**src/rtl/frame_update_scheduler.sv**
```systemverilog
// frame_update_scheduler: sequences sample -> physics -> draw once per refresh tick,
// counting dropped ticks and aborting frames whose physics or draw stalls.
module frame_update_scheduler #(
   parameter int TIMEOUT_CYCLES = 1000000,
   parameter int FRAME_W = 16,
   parameter int OVR_W = 8
) (
   input  logic               clock,
   input  logic               reset,
   input  logic               refreshRate,
   input  logic               pause,
   output logic               sampleEn,
   output logic               physStart,
   input  logic               physDone,
   output logic               drawReq,
   input  logic               drawAck,
   output logic               busy,
   output logic [FRAME_W-1:0] frameCount,
   output logic [OVR_W-1:0]   overrunCount,
   output logic               timeoutErr
);
   localparam int WD_W = $clog2(TIMEOUT_CYCLES + 1);
   typedef enum logic [2:0] {IDLE, SAMPLE, PHYS_START, PHYS_WAIT, DRAW, FINISH} state_t;
   state_t state, state_nxt;
   logic abort, wd_hit;
   logic [WD_W-1:0] wd;
   always_comb begin
      state_nxt = state;
      abort = 1'b0;
      wd_hit = wd == WD_W'(TIMEOUT_CYCLES - 1);
      case (state)
         IDLE:       state_nxt = (refreshRate && !pause) ? SAMPLE : IDLE;
         SAMPLE:     state_nxt = PHYS_START;
         PHYS_START: state_nxt = PHYS_WAIT;
         PHYS_WAIT: begin
            abort = !physDone && wd_hit;
            state_nxt = physDone ? DRAW : (wd_hit ? IDLE : PHYS_WAIT);
         end
         DRAW: begin
            abort = !drawAck && wd_hit;
            state_nxt = drawAck ? FINISH : (wd_hit ? IDLE : DRAW);
         end
         default:    state_nxt = IDLE;
      endcase
   end
   // outputs are registered from the next state so they line up with the state itself
   always_ff @(posedge clock) begin
      if (reset) begin
         state <= IDLE;
         sampleEn <= 1'b0;
         physStart <= 1'b0;
         drawReq <= 1'b0;
         busy <= 1'b0;
         frameCount <= '0;
         overrunCount <= '0;
         timeoutErr <= 1'b0;
         wd <= '0;
      end else begin
         state <= state_nxt;
         sampleEn <= state_nxt == SAMPLE;
         physStart <= state_nxt == PHYS_START;
         drawReq <= state_nxt == DRAW;
         busy <= state_nxt != IDLE;
         wd <= (state_nxt != state) ? '0 : wd + WD_W'(1);
         if (state == FINISH)
            frameCount <= frameCount + FRAME_W'(1);
         if (refreshRate && state != IDLE && overrunCount != '1)
            overrunCount <= overrunCount + OVR_W'(1);
         if (abort)
            timeoutErr <= 1'b1;
      end
   end
endmodule
```
**config.mk**
```make
export PLATFORM = sky130hd
export DESIGN_NAME = frame_update_scheduler
export DESIGN_NICKNAME = d
export VERILOG_FILES = /design/src/rtl/frame_update_scheduler.sv
export SDC_FILE = /design/constraint.sdc
export NUM_CORES = 1
export LEC_CHECK = 0
export CAP_MARGIN = 20
export CORE_ASPECT_RATIO = 1.5
export CORE_MARGIN = 5
export CORE_UTILIZATION = 56
export CTS_CLUSTER_SIZE = 12
export DETAILED_ROUTE_END_ITERATION = 10
export DONT_BUFFER_PORTS = 1
export PLACE_DENSITY = 0.7
export SETUP_SLACK_MARGIN = 0.4
export SKIP_CTS_REPAIR_TIMING = 1
export SYNTH_ARGS = -nofsm -noshare
export SYNTH_HDL_FRONTEND = slang
export SYNTH_SLANG_ARGS = --single-unit
```
**constraint.sdc**
```tcl
create_clock -name clock -period 1.7 [get_ports clock]
set_input_delay 0.34 -clock clock [delete_from_list [all_inputs] [get_ports clock]]
set_output_delay 0.34 -clock clock [all_outputs]
set_load 0.005 [all_outputs]
```
==> results.txt <==
----------------------------------------------------
[Yosys]
  Sequential share of the synthesized area ... 0.4363
  Mean post-synth cell area ... 8.870 µm²
  Number of synthesized flops with an enable pin ... 0
  Synth cell types ... 49
  Mapped cell area ... 2386 µm²
  Fraction of registers with async set or reset after synthesis ... 0
  Top cell type's share of synthesized area ... 0.4363
  Net count after synthesis ... 278
  Commonest cells in the netlist ... sky130_fd_sc_hd__dfxtp_1, sky130_fd_sc_hd__nor2_1, sky130_fd_sc_hd__xor2_1
  YS warnings ... 0
  Synth Register Bits ... 52
  Gate Count Post-Synth ... 269
  Yosys top cell by area ... sky130_fd_sc_hd__dfxtp_1
  Top_reg_cell synth ... sky130_fd_sc_hd__dfxtp_1
  Top post-synthesis cells by area ... sky130_fd_sc_hd__dfxtp_1, sky130_fd_sc_hd__xor2_1, sky130_fd_sc_hd__nor2_1

[Clock network]
  H-tree Lvls ... 2
  Clock tree root buffer cell ... sky130_fd_sc_hd__clkbuf_8
  Clock latency reported for the late side of the worst-skew pair ... 0.31 ns
  Deepest clock path buffer count ... 2
  Clock slew at reported path FFs ... 0.09 ns
  Number of clock sinks seen by CTS ... 52
  CTS tree ... built
  Number of buffers added by the clock tree synthesis step ... 5

[Timing]
  # setup viols final ... 20
  Clock skew ... 0.007631 ns
  Final worst path period need ... 1.786 ns
  Hold Vio Cnt, Final ... 0
  Setup slack after layout ... -0.08597 ns
  Relative slew margins ... 0.7099
  Least-Margin Pin Slew ... 0.4318 ns
  Final slew viol count ... 0
  Max Fclk ... 559.9 MHz
  Fin crit share ... 1.051
  Setup repair after global routing missed its margin ... yes

[GRT]
  Antenna violations before repair ... 0
  Number of global-route vias before repair ... 2009
  First-pass GRT wire length ... 8694 µm
  Global routing usage summed across all routing layers ... 0.1820
  Aggregate global routing overflow ... 0
  Pin count of the biggest net entering global routing ... 31

[Run]
  Max-cap check violation count ... 0

[Pwr]
  Clock power frac ... 0.339
  Switching power share of the total ... 0.2370
  Internal power of the cells ... 1656 µW
  Relative contribution of combinational cells to total power ... 0.077
  Worst IR Drop VDD ... 0.7791 mV
  Power, Total ... 2170 µW
  Reg power frac ... 0.584
  Lkg Pwr ... 0.001083 µW
  PwrDens ... 723.5 nW/µm²
  Sw Pwr ... 514.2 µW

[Final layout]
  Area of all sequential standard cells ... 1075 µm²
  Post-layout util ... 0.7187
  Final Instance Area ... 2999 µm²
  Area used by multi-input combinational logic ... 1440 µm²
  # fillers ... 330
  Synth-to-Final Area Change ... 25.69%
  Fraction of final layout cells with drive strength greater than 1 ... 0.3431
  Number of antenna repair diodes ... 0
  Nets@finish ... 314

[Drt]
  Remaining antenna violation count ... 0
  Per-cell routed wire length ... 14.38 µm
  Post-Route WL ... 5060 µm
  Remaining routing DRC violations ... 0
  Via-to-Cell Ratio ... 5.639
  Length of the first detailed-routing pass in iterations ... 4
  Detailed router's first-iteration violation count ... 100
  Via Count ... 1985

[Worst setup path]
  Crit-path cells ... or3b_4 -> nor4_4 -> buf_4 -> a2111oi_4 -> o2111ai_2 -> buf_6 -> nor2_1
  Critical register-to-register path startpoint ... wd[6]
  Signal arrival time at the worst endpoint ... 1.99 ns
  Worst Path Required ... 1.90 ns
  Category of the worst setup path capture point ... register
  Crit. Startpoint ... wd[6]
  Crit Path Category ... register to register
  Startpoint Class ... register
  Crit path max-delay cell type ... sky130_fd_sc_hd__or3b_4
  Worst stage delay on the critical path ... 0.40 ns
  CP Max Fanout ... 6

[Run status]
  Result of the run ... finished with violations
  Violations in the final reports ... setup timing

[Placed design]
  Total half-perimeter wirelength after legalization and detailed placement ... 3599 µm
  RD Place Congestion ... 0.8456
  Post-DP Area ... 2721 µm²
  Setup slack at placement ... -0.1621 ns
  Number of port buffers ... 0

[Floorplanning]
  Core region area ... 4173 µm²
  Number of primary I/O pins ... 35
  Starting utilization of the core area ... 0.5718
  Total Die Area ... 5693 µm²
  Number of placement rows ... 29
  Die height ... 89.95 µm
  Width of the chip ... 63.30 µm

[Worst hold path]
  Min-delay worst type ... input pin to register
  Worst min-delay path startpoint ... reset

----------------------------------------------------
[area by class of cell]
type | instances | share of cell area
Tap cell | 46 | 0.01919
Sequential cell | 52 | 0.3584
Multi-Input combinational cell | 201 | 0.4802
Timing Repair Buffer | 39 | 0.1026
Clock buffer | 6 | 0.02753
Inverter | 6 | 0.007509
Clock inverter | 2 | 0.004589
[worst max-delay path, delay by kind of cell, from the launching register on]
family                 cells  cell delay, ns
buffers and inverters      2            0.38
AOI/OAI and AO/OA          2            0.38
and+or+nand+nor            3            0.58
DFF                        1            0.33
[power groups by stage]
stage | registers (µW) | logic (µW) | clock network, µW
2_1_floorplan | 1280 | 124 | 0
3_3_place_gp | 1290 | 137 | 0
3_5_place_dp | 1290 | 139 | 0
4_1_cts | 1260 | 140 | 767
5_1_grt | 1270 | 189 | 814
6_report | 1270 | 167 | 735
[metrics by stage]
step / hold WS (ns) / setup TNS [ns] / std cells
finish: 0.09228 / -1.481 / 352
global route: 0.06746 / -3.088 / 352
CTS: 0.07879 / -3.457 / 347
detailed placement: 0.4110 / -2.951 / 339
global placement: 0.4084 / -2.267 / 339
floorplan: 0.4294 / -1.546 / 269
[cells by family after synthesis]
family,after synthesis,synth area share
adders and majority gates,3,0.01573
xor gates and xnor gates,38,0.1395
AOI/OAI and AO/OA,28,0.08810
muxes,1,0.004195
buffers and inverters,16,0.03618
DFF,52,0.4363
and+or+nand+nor,131,0.2800
[flip-flops by register name, indices dropped and copies added (netlist names)]
| signal | count |
|---|---|
| wd | 20 |
| frameCount | 16 |
| overrunCount | 8 |
| state | 3 |
| busy | 1 |
| drawReq | 1 |
| physStart | 1 |
| sampleEn | 1 |
| timeoutErr | 1 |
[cell usage in the layout, fill, tap and decap left out, drive strengths merged, types with 5 or more instances in the layout]
cell type and count:
dfxtp 52, o21ai 5, and3 7, buf 39, clkbuf 6, nor2 52, nand3 15, xnor2 12
a21oi 8, xor2 26, nand4 12, nand2 21, inv 7
[final timing paths]
check / end / slack [ns] / cells past startpoint
max: wd[4] / -0.09 / 7
min: frameCount[3] / 0.09 / 1
min reg2reg: overrunCount[5] / 0.50 / 2
max reg2reg: wd[4] / -0.09 / 7
[layer usage]
metal	wire length [µm]	GRT usage	part of all wire
met5	0	0	0
met4	91	0.07452	0.018
met3	244	0.05486	0.048
met2	2862	0.3330	0.57
met1	1862	0.1870	0.37
(Power assumes the default switching activity.)
